[src/rtl/tube_frame_arbiter.sv]
`default_nettype none
// ============================================================================
// Module  : tube_frame_arbiter
// Brief   : Round-robin sharing of the seven-segment tube between two frame
//           requesters; each frame becomes held writes to addresses 0, 2, 4.
// Revision: 1.0 - initial release
// ============================================================================
module tube_frame_arbiter #(
   parameter int HOLD_CYCLES    = 64,
   parameter bit SKIP_UNCHANGED = 1'b1
) (
   input  logic        clock,
   input  logic        reset,
   input  logic        req0_valid,
   input  logic [15:0] req0_low,
   input  logic [15:0] req0_high,
   input  logic [15:0] req0_special,
   output logic        req0_ready,
   input  logic        req1_valid,
   input  logic [15:0] req1_low,
   input  logic [15:0] req1_high,
   input  logic [15:0] req1_special,
   output logic        req1_ready,
   output logic        tube_ctrl,
   output logic        tube_write_enable,
   output logic [2:0]  tube_address,
   output logic [15:0] tube_write_data,
   output logic        busy,
   output logic        grant_id
);

   localparam int                 c_cnt_w     = $clog2(HOLD_CYCLES);
   localparam logic [c_cnt_w-1:0] c_hold_last = c_cnt_w'(HOLD_CYCLES - 1);

   generate
      if (HOLD_CYCLES < 53) begin : g_hold_check
         $error("HOLD_CYCLES must cover one 52-clock refresh period plus margin (>= 53)");
      end
   endgenerate

   typedef enum logic [2:0] {
      S_IDLE   = 3'd0,
      S_LOAD   = 3'd1,
      S_W_LOW  = 3'd2,
      S_W_HIGH = 3'd3,
      S_W_SPEC = 3'd4,
      S_GAP    = 3'd5
   } state_t;

   state_t             r_state;
   state_t             w_next;
   logic               r_last_grant;
   logic [15:0]        r_low, r_high, r_spec;
   logic [15:0]        r_sh_low, r_sh_high, r_sh_spec;
   logic [c_cnt_w-1:0] r_cnt;

   logic   w_skip_low, w_skip_high, w_skip_spec;
   logic   w_any_valid, w_pick1, w_cnt_done;
   state_t w_after_load, w_after_low, w_after_high;

   // A skipped phase takes zero cycles, so successor selection jumps over it.
   assign w_skip_low   = SKIP_UNCHANGED && (r_low  == r_sh_low);
   assign w_skip_high  = SKIP_UNCHANGED && (r_high == r_sh_high);
   assign w_skip_spec  = SKIP_UNCHANGED && (r_spec == r_sh_spec);
   assign w_after_high = !w_skip_spec ? S_W_SPEC : S_GAP;
   assign w_after_low  = !w_skip_high ? S_W_HIGH : w_after_high;
   assign w_after_load = !w_skip_low  ? S_W_LOW  : w_after_low;

   assign w_any_valid = req0_valid | req1_valid;
   assign w_pick1     = req1_valid && (!req0_valid || !r_last_grant);
   assign w_cnt_done  = (r_cnt == '0);
   assign busy        = (r_state != S_IDLE);

   always_comb begin
      w_next = r_state;
      case (r_state)
         S_IDLE:   if (w_any_valid) w_next = S_LOAD;
         S_LOAD:   w_next = w_after_load;
         S_W_LOW:  if (w_cnt_done) w_next = w_after_low;
         S_W_HIGH: if (w_cnt_done) w_next = w_after_high;
         S_W_SPEC: if (w_cnt_done) w_next = S_GAP;
         S_GAP:    w_next = S_IDLE;
         default:  w_next = S_IDLE;
      endcase
   end

   always_ff @(posedge clock) begin
      if (reset) begin
         r_state           <= S_IDLE;
         r_last_grant      <= 1'b1;
         r_low             <= '0;
         r_high            <= '0;
         r_spec            <= '0;
         r_sh_low          <= '0;
         r_sh_high         <= '0;
         r_sh_spec         <= '0;
         r_cnt             <= '0;
         req0_ready        <= 1'b0;
         req1_ready        <= 1'b0;
         grant_id          <= 1'b0;
         tube_ctrl         <= 1'b0;
         tube_write_enable <= 1'b0;
         tube_address      <= 3'd0;
         tube_write_data   <= 16'd0;
      end else begin
         r_state    <= w_next;
         req0_ready <= 1'b0;
         req1_ready <= 1'b0;

         if (r_state == S_IDLE && w_any_valid) begin
            grant_id     <= w_pick1;
            r_last_grant <= w_pick1;
            req0_ready   <= !w_pick1;
            req1_ready   <= w_pick1;
            r_low        <= w_pick1 ? req1_low     : req0_low;
            r_high       <= w_pick1 ? req1_high    : req0_high;
            r_spec       <= w_pick1 ? req1_special : req0_special;
         end

         if (w_next != r_state &&
             (w_next == S_W_LOW || w_next == S_W_HIGH || w_next == S_W_SPEC))
            r_cnt <= c_hold_last;
         else if (!w_cnt_done)
            r_cnt <= r_cnt - 1'b1;

         if (w_cnt_done) begin
            if (r_state == S_W_LOW)  r_sh_low  <= r_low;
            if (r_state == S_W_HIGH) r_sh_high <= r_high;
            if (r_state == S_W_SPEC) r_sh_spec <= r_spec;
         end

         // Tube outputs are registered from the state being entered.
         tube_ctrl         <= 1'b0;
         tube_write_enable <= 1'b0;
         tube_address      <= 3'd0;
         tube_write_data   <= 16'd0;
         case (w_next)
            S_W_LOW: begin
               tube_ctrl         <= 1'b1;
               tube_write_enable <= 1'b1;
               tube_address      <= 3'd0;
               tube_write_data   <= r_low;
            end
            S_W_HIGH: begin
               tube_ctrl         <= 1'b1;
               tube_write_enable <= 1'b1;
               tube_address      <= 3'd2;
               tube_write_data   <= r_high;
            end
            S_W_SPEC: begin
               tube_ctrl         <= 1'b1;
               tube_write_enable <= 1'b1;
               tube_address      <= 3'd4;
               tube_write_data   <= r_spec;
            end
            S_GAP:   tube_ctrl <= 1'b1;
            default: ;
         endcase
      end
   end

endmodule
`default_nettype wire

[config.mk]
export PLATFORM = sky130hd
export DESIGN_NAME = tube_frame_arbiter
export DESIGN_NICKNAME = d
export VERILOG_FILES = /design/src/rtl/tube_frame_arbiter.sv
export SDC_FILE = /design/constraint.sdc
export NUM_CORES = 1
export LEC_CHECK = 0
export CAP_MARGIN = 0
export CORE_MARGIN = 4
export CORE_UTILIZATION = 39
export DETAILED_ROUTE_END_ITERATION = 7
export PLACE_DENSITY = 0.65
export SLEW_MARGIN = 20
export SYNTH_ARGS = -nofsm -noshare
export SYNTH_HDL_FRONTEND = slang
export SYNTH_SLANG_ARGS = --single-unit
[constraint.sdc]
create_clock -name clock -period 2.3 [get_ports clock]
set_input_delay 0.46 -clock clock [delete_from_list [all_inputs] [get_ports clock]]
set_output_delay 0.46 -clock clock [all_outputs]
set_load 0.03 [all_outputs]
# == Word level (Yosys, flattened, before mapping) ==
# Cells that the tools add are included.
# word_totals
register_bits,130
input_bits,100
output_inout_bits,25
wordCells,67
# classes
addsub,1
n_eq_ne,13
n_mux,17
bitwise_logic,2
n_reduce_logical,18
# ops
op,n
16-bit == test,3
16-bit two-way mux,3
16-bit case mux with 3 select lines,1
3-bit two-way mux,6
3-bit case mux with 5 select lines,1
"3-bit by 2-bit == test with 1-bit output, second input constant",4
6-bit two-way mux,2
"3-bit == test, second input constant",3
6-bit zero test,1
3-bit case mux with 2 select lines,1
2-bit AND reduction,3
"6-bit by 1-bit subtractor with 6-bit output, second input constant",1
4-bit OR reduction,1
"3-bit by 1-bit == test with 1-bit output, second input constant",1
1-bit logical AND,3
1-bit zero test,3
3-bit zero test,1
1-bit logical OR,3
1-bit two-way mux,3
3-bit != test,1
3-bit nonzero test,1
3-bit OR reduction,1
"2-bit by 1-bit != test with 1-bit output, second input constant",1
2-bit OR reduction,1
other kinds (2),2

# == Longest topological paths before layout ==
# logic_depth
ltp_word,10
depth_mapped,12

# == Worst setup path before layout ==
# OpenSTA, ideal clock, no wires.
# synth_path
kind,reg2reg
start,register r_cnt[0]
end,register tube_write_data[10]
setup_time_ps,120
t_arrival_ps,2156
slack_ps,24
stages_incl_launch_ff,13
period_less_slack_ps,2276
cell_sequence,dfxtp_1 -> inv_1 -> ha_1 -> nor4b_4 -> and2_4 -> buf_8 -> nand2_1 -> a21o_1 -> a31oi_4 -> buf_6 -> buf_6 -> mux2i_1 -> o2bb2ai_1
# synth_between
elab_chain_len,5
elab_cells_between_ends,9
cone_classes,eq/ne (3); mux (5); reduce/logical (1)
# synth_rtl
item,line,text
from (decl),55,logic [c_cnt_w-1:0] r_cnt;
from (signal assigned),122,r_cnt <= c_hold_last;
from (signal assigned),124,r_cnt <= r_cnt - 1'b1;
6-bit zero test (*),71,assign w_cnt_done = (r_cnt == '0);
3-bit two-way mux (on tied branches),"81, 79, 80",
3-bit case mux with 5 select lines (*),76,case (r_state)
3-bit == test / 3-bit by 2-bit == test with 1-bit output (equally long branches),137,case (w_next)
16-bit case mux with 3 select lines (*),137,
to (signal assigned),142,tube_write_data <= r_low;
to (signal assigned),148,tube_write_data <= r_high;
to (signal assigned),154,tube_write_data <= r_spec;
to (decl),27,"output logic [15:0] tube_write_data,"
# Mark *: on every way between the ends. The rest lies on a longest branch, timed or not.
# A chain may end at the register's enable or synchronous reset.

# == Final worst setup path ==
# layout_path
start,register r_cnt[0]
end,register tube_write_data[12]
# Same word-level chain as after synthesis.

==> metrics.md <==
| Metric | Value |
|---|---|
| Initial drt markers | `236` |
| Worst skew pair latency | `420 ps` |
| TritonCTS clock tree | `built` |
| Post-layout minimum cycle time | `2280 ps` |
| Clock Sinks | `129` |
| Hold WS | `463 ps` |
| Top cells by area, synth | `dfxtp_1, mux2i_1, xor2_1` |
| Mapped Area | `5930 sq um` |
| Vias per Instance | `5.10` |
| Top FF cell, synth | `dfxtp_1` |
| Post-DP HPWL | `12,200 um` |
| Pin slew with the least headroom to its limit | `588 ps` |
| Compound-gate portion of the synthesized area | `13.4%` |
| Row count | `44` |
| Final antenna-violating net count | `0` |
| Mux cell area share after synthesis | `16.4%` |
| Fmax | `438 MHz` |
| Number of global-route vias before repair | `5,169` |
| Die Y | `131 um` |
| Crit path capture | `tube_write_data[12]` |
| Simple-Gate Fraction of Synth Area | `15.4%` |
| R2r setup slk | `20 ps` |
| Skew final | `6.73 ps` |
| Reg clk slew, reported paths | `50 ps` |
| Int Pwr | `0.00667 W` |
| Diode count | `0` |
| CP startpoint | `r_cnt[0]` |
| Crit path DAT | `2590 ps` |
| Die X | `131 um` |
| Max-slew headroom | `60.8%` |
| # DRC | `0` |
| Clock buffer count from CTS | `17` |
| Leak | `3.73 nW` |
| Pwr per Cell Area | `1250 nW/um^2` |
| CTS root buf | `clkbuf_16` |
| Post-Synth XOR/XNOR Area | `7.24%` |
| YS warnings | `0` |
| GP Congestion | `0.804` |
| Max Slew Vio Count | `0` |
| Syn nets | `720` |
| Post-synth EDFFs | `0` |
| Sequential Power Share | `30.4%` |
| Cell taking the most area after synthesis | `dfxtp_1` |
| Port Buffers | `123` |
| Core region area | `14,700 sq um` |
| Wire per inst | `16.6 um` |
| Via count | `5,053` |
| Max-capacitance violation count | `0` |
| Sw frac | `37.1%` |
| Total chip power | `0.0106 W` |
| Count leader, synth | `dfxtp_1` |
| Largest net degree at the start of global routing | `64` |
| Mapped Cells | `619` |
| First-pass GRT wire length | `26,200 um` |
| Seq cells post-synth | `129` |
| Total global-route track usage | `19.0%` |
| Worst Setup End Kind | `flip-flop` |
| Fin nets | `898` |
| Synth cell types | `50` |
| Power share of the combinational group | `47.4%` |
| Largest family of logic cells by synthesized area | `multiplexers` |
| Num ports | `125` |
| Synth-to-layout area growth | `43.8%` |
| Unrepaired setup endpoints after global routing | `true` |
| Share of cells above drive strength 1 | `18.0%` |
| Syn_area_per_cell | `9.58 sq um` |
| Status | `finished, final reports clean` |
| Initial antenna violation count | `0` |
| Final hold vios | `0` |
| Register area share after synthesis | `43.6%` |
| Final setup viols | `0` |
| Adder-cell share of the synthesized area | `0.211%` |
| Commonest cells post-synth | `dfxtp_1, mux2i_1, nor2_1, a211oi_1, xor2_1` |
| VDD IR max | `0.686 mV` |
| Grt ovf | `0` |
| Routed wire length | `16,400 um` |
| Clock power frac | `22.1%` |
| Post-synth ARST share | `0%` |
| Cts hold-fix bufs | `0` |
| Critical Path RT | `2610 ps` |
| Kind of critical path | `flip-flop to flip-flop` |
| Yosys top cell area share | `43.6%` |
| R2R cell count | `11` |
| Final period util | `99.2%` |
| Crit Path Max Fanout | `9` |
| Initial Util | `40.3%` |
| H-tree depth | `4` |
| Worst Hold Class | `flip-flop to flip-flop` |
| Clk buf depth | `2` |
| CP Launch Type | `flip-flop` |
| NetSw | `0.00394 W` |
| RR Startpoint | `r_cnt[0]` |
| Crit Reg-Reg Endpoint | `tube_write_data[12]` |
| Die ar. | `17,200 sq um` |
| Worst Hold Launch | `r_sh_spec[11]` |
| 1st-pass router iterations | `4` |
state kept, by name (all words and copies together), names as in the netlist, 3 cells and up:
| name | count |
|---|---|
| tube_write_data | 16 |
| r_sh_low | 16 |
| r_high | 16 |
| r_spec | 16 |
| r_low | 16 |
| r_state | 3 |
| r_sh_spec | 16 |
| r_sh_high | 16 |
| r_cnt | 6 |
layout make-up:
| type | count | area, sq um |
|---|---|---|
| repair buffers | 200 | 1920 |
| inverters | 5 | 18.8 |
| well taps | 184 | 230 |
| multi-input cells | 444 | 3260 |
| clock buffers | 22 | 474 |
| fillers | 1269 | 6180 |
| flip-flops and latches | 129 | 2580 |
| clock inverters | 7 | 37.5 |
cells by family (layout without fill, tap and decap cells):
group | count (synthesis) | count (layout)
AO/OA/AOI/OAI | 107 | 107
multiplexers | 97 | 97
AND/OR/NAND/NOR | 189 | 189
other | 1 | 1
buffers and inverters | 46 | 234
adder cells (fa/ha/maj) | 1 | 1
XOR/XNOR | 49 | 49
flip-flops | 129 | 129
per-layer routing:
metal / routed length (um) / part of all wire (%) / up-vias / global-route usage (%)
met4: 328 / 2.0 / 0 / 7.64
met1: 7290 / 44 / 2375 / 23.0
met3: 642 / 3.9 / 21 / 4.43
met5: 0 / 0 / - / 0
met2: 8160 / 50 / 113 / 32.6
li1: - / - / 2544 / -
worst min path at each step:
stage	to	slack (ps)	depth (start not counted)
4_1_cts	r_sh_spec[2]	460	2
5_1_grt	r_sh_spec[5]	490	2
3_3_place_gp	grant_id	440	2
2_1_floorplan	r_sh_spec[10]	440	2
6_report	r_sh_spec[11]	460	2
3_5_place_dp	r_sh_spec[2]	460	2
power by group through the flow:
stage                     Clock (W)  Sequential [W]  Combinational (W)
after floorplan                   0         0.00351            0.00251
after global placement            0         0.00324            0.00458
after detailed placement          0         0.00325            0.00467
after CTS                   0.00238         0.00322            0.00486
after global routing        0.00247         0.00329            0.00544
final                       0.00235         0.00323            0.00503
metrics by stage:
step	cells	util, %	TNS [ps]	setup WS (ps)	instance area (sq um)
CTS	991	57.7	-250	-34.5	8480
global route	991	58.0	-2030	-105	8520
global placement	955	53.2	-722	-49.8	7820
detailed placement	955	53.2	-3200	-121	7820
finish	991	58.0	0	18.2	8520
floorplan	619	-	0	23.9	5930
worst max-delay path, stage by stage, from the launching register on:
cell and delay [ps]:
dfxtp_2 320, inv_2 70, ha_4 130, nor4b_4 240
and2_4 230, buf_4 130, nand2_1 60, a21o_1 190
a31oi_4 270, clkbuf_16 230, mux2i_1 220, o2bb2ai_2 70
timing repair:
item,4_1_cts,5_1_grt
setup endpoints to repair,24,49
gates resized for setup,19,13
endpoints found under the hold margin,0,0
gates cloned,1,1
setup buffers,6,1
pin swaps,5,5
cells in the final DEF, fill, tap and decap left out, drive strengths merged, types with 3 or more instances in the layout:
| master | n |
|---|---|
| a221oi | 6 |
| a21oi | 23 |
| buf | 77 |
| or3 | 3 |
| o21ai | 4 |
| nor2b | 6 |
| clkdlybuf4s50 | 121 |
| a211oi | 49 |
| dfxtp | 129 |
| nand2 | 45 |
| xor2 | 48 |
| nor4 | 12 |
| nor3b | 3 |
| nor2 | 90 |
| clkbuf | 23 |
| nand4 | 4 |
| nand2b | 4 |
| nand3 | 3 |
| inv | 5 |
| clkinv | 6 |
| o2bb2ai | 16 |
| a31oi | 4 |
| and2 | 6 |
| and3 | 5 |
| mux2i | 97 |
| nor3 | 5 |
Power figures use the tool's default switching activity.
